==> src/rtl/serial_mag_comparator.sv <==
// Bit-serial unsigned magnitude comparator: one bit pair per accepted cycle, registered one-hot g/l/e with a done pulse.
// Build option: define SERIAL_MAG_COMPARATOR_LSB_FIRST_EN for LSB-first operand delivery (default is MSB first).
module serial_mag_comparator #(
    parameter int unsigned WIDTH = 8
) (
    input  logic clk_in,
    input  logic rst_n_in,
    input  logic start_in,
    input  logic bit_valid_in,
    input  logic a_bit_in,
    input  logic b_bit_in,
    output logic busy_out,
    output logic done_out,
    output logic g_out,
    output logic l_out,
    output logic e_out
);

    localparam int unsigned CNT_W = $clog2(WIDTH + 1);
    localparam logic [CNT_W-1:0] LAST_IDX = CNT_W'(WIDTH - 1);

    typedef enum logic [1:0] {
        IDLE    = 2'd0,
        COMPARE = 2'd1,
        DONE    = 2'd2
    } state_e;

    state_e           state_q;
    logic [CNT_W-1:0] cnt_q;
    logic             gt_q;
    logic             lt_q;
    logic             gt_d;
    logic             lt_d;
    logic             busy_q;
    logic             done_q;
    logic             g_q;
    logic             l_q;
    logic             e_q;

    // Decision update for the current bit pair; gt=lt=0 encodes "equal so far".
    always_comb begin
        gt_d = gt_q;
        lt_d = lt_q;
`ifdef SERIAL_MAG_COMPARATOR_LSB_FIRST_EN
        if (a_bit_in != b_bit_in) begin
            gt_d = a_bit_in;
            lt_d = b_bit_in;
        end
`else
        if (!gt_q && !lt_q && (a_bit_in != b_bit_in)) begin
            gt_d = a_bit_in;
            lt_d = b_bit_in;
        end
`endif
    end

    always_ff @(posedge clk_in) begin
        if (!rst_n_in) begin
            state_q <= IDLE;
            cnt_q   <= '0;
            gt_q    <= 1'b0;
            lt_q    <= 1'b0;
            busy_q  <= 1'b0;
            done_q  <= 1'b0;
            g_q     <= 1'b0;
            l_q     <= 1'b0;
            e_q     <= 1'b0;
        end else begin
            case (state_q)
                IDLE, DONE: begin
                    done_q <= 1'b0;
                    if (start_in) begin
                        state_q <= COMPARE;
                        busy_q  <= 1'b1;
                        cnt_q   <= '0;
                        gt_q    <= 1'b0;
                        lt_q    <= 1'b0;
                    end else begin
                        state_q <= IDLE;
                    end
                end
                COMPARE: begin
                    if (bit_valid_in) begin
                        gt_q  <= gt_d;
                        lt_q  <= lt_d;
                        cnt_q <= cnt_q + CNT_W'(1);
                        // Last pair: publish the decision including this pair.
                        if (cnt_q == LAST_IDX) begin
                            state_q <= DONE;
                            busy_q  <= 1'b0;
                            done_q  <= 1'b1;
                            g_q     <= gt_d;
                            l_q     <= lt_d;
                            e_q     <= !(gt_d || lt_d);
                        end
                    end
                end
                default: begin
                    state_q <= IDLE;
                    busy_q  <= 1'b0;
                    done_q  <= 1'b0;
                end
            endcase
        end
    end

    assign busy_out = busy_q;
    assign done_out = done_q;
    assign g_out    = g_q;
    assign l_out    = l_q;
    assign e_out    = e_q;

endmodule

==> config.mk <==
export PLATFORM = sky130hd
export DESIGN_NAME = serial_mag_comparator
export DESIGN_NICKNAME = d
export VERILOG_FILES = /design/src/rtl/serial_mag_comparator.sv
export SDC_FILE = /design/constraint.sdc
export NUM_CORES = 1
export LEC_CHECK = 0
export ABC_CLOCK_PERIOD_IN_PS = 1370
export CAP_MARGIN = 20
export CELL_PAD_IN_SITES_DETAIL_PLACEMENT = 0
export CELL_PAD_IN_SITES_GLOBAL_PLACEMENT = 1
export CORE_UTILIZATION = 42
export CTS_CLUSTER_SIZE = 25
export DETAILED_ROUTE_END_ITERATION = 7
export DONT_BUFFER_PORTS = 1
export MAX_ROUTING_LAYER = met4
export PLACE_DENSITY_LB_ADDON = 0.1
export REMOVE_ABC_BUFFERS = 1
export SYNTH_ARGS = -nofsm -noshare
export SYNTH_HDL_FRONTEND = slang
export SYNTH_SLANG_ARGS = --single-unit
export TNS_END_PERCENT = 10
==> constraint.sdc <==
create_clock -name clk_in -period 1.37 [get_ports clk_in]
set_input_delay 0.0685 -clock clk_in [delete_from_list [all_inputs] [get_ports clk_in]]
set_output_delay 0.0685 -clock clk_in [all_outputs]
set_load 0.01 [all_outputs]
==> run_results.csv <==
group,metric,value,unit
worst_setup_path,crit_path_end_kind,"flip-flop",
clock_tree,clk_latency,0.28,ns
synth,synth_simple_gate_area_share,30.2,%
worst_setup_path,setup.worst_path.start,"cnt_q[0]",
place,dp_hpwl,776,um
worst_setup_path,crit_end,"g_out",
floorplan,std_cell_rows,12,
sta,hold_violations,0,
cells_and_area,diodes,0,
pwr,p_switching,0.155,mW
sta,min_period_over_period,91.0,%
worst_setup_path,crit_path_top_delay_cell,"dfxtp_1",
worst_setup_path,r2r_start,"cnt_q[0]",
drt,num_vias,462,
place,dp_worst_setup_slack,0.148,ns
clock_tree,cts.sinks,13,
pwr,ir_drop,0.571,mV
sta,rsz0062_at_grt,"no",
pwr,p_per_area,1080,nW/um2
worst_setup_path,worst_path_largest_cell_delay,0.37,ns
cells_and_area,layout_common_cells,"dfxtp_1 (13), o21ai_0 (7), nand3_1 (6), nor2_1 (5), clkbuf_4 (3)",
floorplan,initial_utilization,47.8,%
sta,fmax,802,MHz
global_route,first_global_vias,442,
worst_setup_path,path_class,"reg -> reg",
pwr,power.share.combinational,8.1,%
drt,antenna_left,0,
worst_setup_path,critical_path.max_fanout,5,
hold_path,hold_path_class,"in -> reg",
global_route,grtUsageTotal,20.9,%
clock_tree,ctsResizeCount,0,
clock_tree,cts_buffers,3,
synth,syn_area_per_cell,9.17,um2
floorplan,io_pins,11,
synth,synth-compound-area-share,16.6,%
clock_tree,cts_root_buffer,"clkbuf_4",
place,port_buffers,0,
synth,ys_types,27,
sta,tns,0,ns
worst_setup_path,arrival,1.45,ns
synth,yosysSeqAreaShare,46.5,%
global_route,grt_pass1_wl,1.97,mm
global_route,grt_max_degree,13,
worst_setup_path,r2r_slack,0.12,ns
sta,fin_ws,0.123,ns
clock_tree,clk_path_buf_depth,2,
drt,drt-total-wl,1.12,mm
synth,synthXorXnorAreaFrac,3.13,%
drt,via_per_inst,5.70,
floorplan,chipHeight,38.5,um
sta,setup_violations,0,
pwr,p_sw_share,22.9,%
floorplan,core,1170,um2
cells_and_area,area_growth,12.1,%
outcome,status,"finished, final reports clean",
sta,min_period,1.25,ns
cells_and_area,fin_nets,75,
global_route,grt.overflow.total,0,
synth,yosys_warnings,0,
synth,synth_top_family_by_area,"simple AND/OR/NAND/NOR gates",
pwr,p_leak,0.247,nW
sta,worst_slew_pin_slew,0.414,ns
synth,synthAdderAreaFrac,2.24,%
drt,drt-initial-drc-count,6,
drt,wl_per_cell,13.8,um
pwr,seqPwrFrac,58.0,%
pwr,p_int,0.524,mW
synth,synth_area,559,um2
flow_run,cap_violations,0,
worst_setup_path,path_cells,"ha_1 -> and4b_1 -> nand3_1 -> o21ai_0",
worst_setup_path,crit_required,1.57,ns
sta,slew_violations,0,
cells_and_area,final_common_cell,"dfxtp_1",
floorplan,die_area,1480,um2
synth,synth-seq-cells,13,
global_route,antenna_found_initial,0,
clock_tree,cts.clk_slew.worst_paths,0.08,ns
worst_setup_path,crit_path_start_kind,"flip-flop",
drt,firstDrtPassIters,2,
synth,synth_mux_area_share,0,%
worst_setup_path,reg2reg_to,"g_out",
floorplan,die_w,38.5,um
drt,drc,0,
worst_setup_path,r2r_cells,4,
cells_and_area,drive_gt1_share,7.46,%
clock_tree,cts_max_level,1,
synth,synth_cells,61,
place,gp_congestion,0.706,
pwr,pwr-share-clk,33.9,%
clock_tree,cts_tree,"built",
sta,max_slew_margin,72.3,%
sta,fin_skew,0.00768,ns
==> cell families after synthesis <==
| kind of cell | Yosys count |
|---|---|
| AND/OR/NAND/NOR | 28 |
| flip-flops | 13 |
| adder cells (fa/ha/maj) | 1 |
| buffers and inverters | 2 |
| AO/OA/AOI/OAI | 15 |
| XOR/XNOR | 2 |
==> critical path: cells and delay by family (launching register included) <==
family / cells / cell delay (ns)
compound gates: 1 / 0.20
flops: 1 / 0.37
fa+ha+maj: 1 / 0.19
simple gates: 2 / 0.43
==> Yosys cell counts (all sizes together) <==
master / number / area share [%]
ha: 1 / 2.2
nand2b: 2 / 2.2
xnor2: 1 / 1.6
and4b: 1 / 1.8
a21oi: 2 / 1.8
nor3: 1 / 0.89
or3: 1 / 1.1
dfxtp: 13 / 47
and2: 1 / 1.1
o21ai: 7 / 6.3
nand3: 6 / 5.4
nor2: 5 / 3.4
nor2b: 1 / 1.1
or2b: 1 / 1.3
nand2: 1 / 0.67
inv: 1 / 0.67
nand4b: 2 / 3.1
xor2: 1 / 1.6
and3: 2 / 2.2
o21a: 1 / 1.3
o211a: 1 / 1.8
nand4: 1 / 1.1
clkbuf: 1 / 0.67
nand3b: 1 / 2.0
nor3b: 2 / 2.7
o211ai: 2 / 2.7
a21boi: 2 / 2.7
==> power groups by stage <==
stage / sequential (mW) / combinational (mW) / clock, mW
after floorplan: 0.401 / 0.0341 / 0
after global placement: 0.403 / 0.0460 / 0
after detailed placement: 0.403 / 0.0450 / 0
after CTS: 0.394 / 0.0547 / 0.243
after global routing: 0.396 / 0.0626 / 0.257
final: 0.395 / 0.0548 / 0.230
==> routing by layer <==
layer / global-route usage, % / wire (um) / vias up
met1: 25.4 / 565 / 213
met5: - / 0 / -
met4: 10.3 / 11 / 0
met3: 9.30 / 60 / 2
li1: - / - / 235
met2: 29.2 / 483 / 12
==> sequential cells by signal (all words and copies together), names as in the netlist <==
name and cells:
cnt_q 4, state_q 2, busy_out 1, done_out 1, e_out 1, g_out 1, gt_q 1, l_out 1
lt_q 1
==> what timing repair did <==
item | in CTS | in global routing
endpoints found under the setup margin | 0 | 0
hold buffers | 2 | 0
hold endpoints to repair | 12 | 0
buffers inserted | 0 | 0
==> worst min-delay path by stage <==
stage               cells past startpoint     start  slack (ns)        to
finish                                  3  b_bit_in        0.07     e_out
floorplan                               1  rst_n_in        0.19  cnt_q[0]
global placement                        1  rst_n_in        0.19  cnt_q[0]
CTS                                     3  b_bit_in        0.04     e_out
detailed placement                      1  rst_n_in        0.20  cnt_q[0]
global route                            3  b_bit_in        0.06     e_out
==> cell type report <==
type	instances	area, um2
fill	127	544
multi-input combinational	46	292
sequential	13	260
timing repair buffer	3	27.5
clock buffer	4	26.3
tap	14	17.5
inverter	1	3.75
==> through the flow <==
step / cell area (um2) / power, mW / utilization, % / hold slack, ns / instances
global route: 627 / 0.716 / 53.5 / 0.0639 / 81
floorplan: 556 / 0.435 / - / 0.186 / 60
CTS: 627 / 0.692 / 53.5 / 0.0412 / 81
detailed placement: 581 / 0.448 / 49.6 / 0.197 / 75
global placement: 581 / 0.449 / 49.6 / 0.191 / 75
finish: 627 / 0.680 / 53.5 / 0.0663 / 81
No activity file was read; power rests on OpenSTA's default activity.
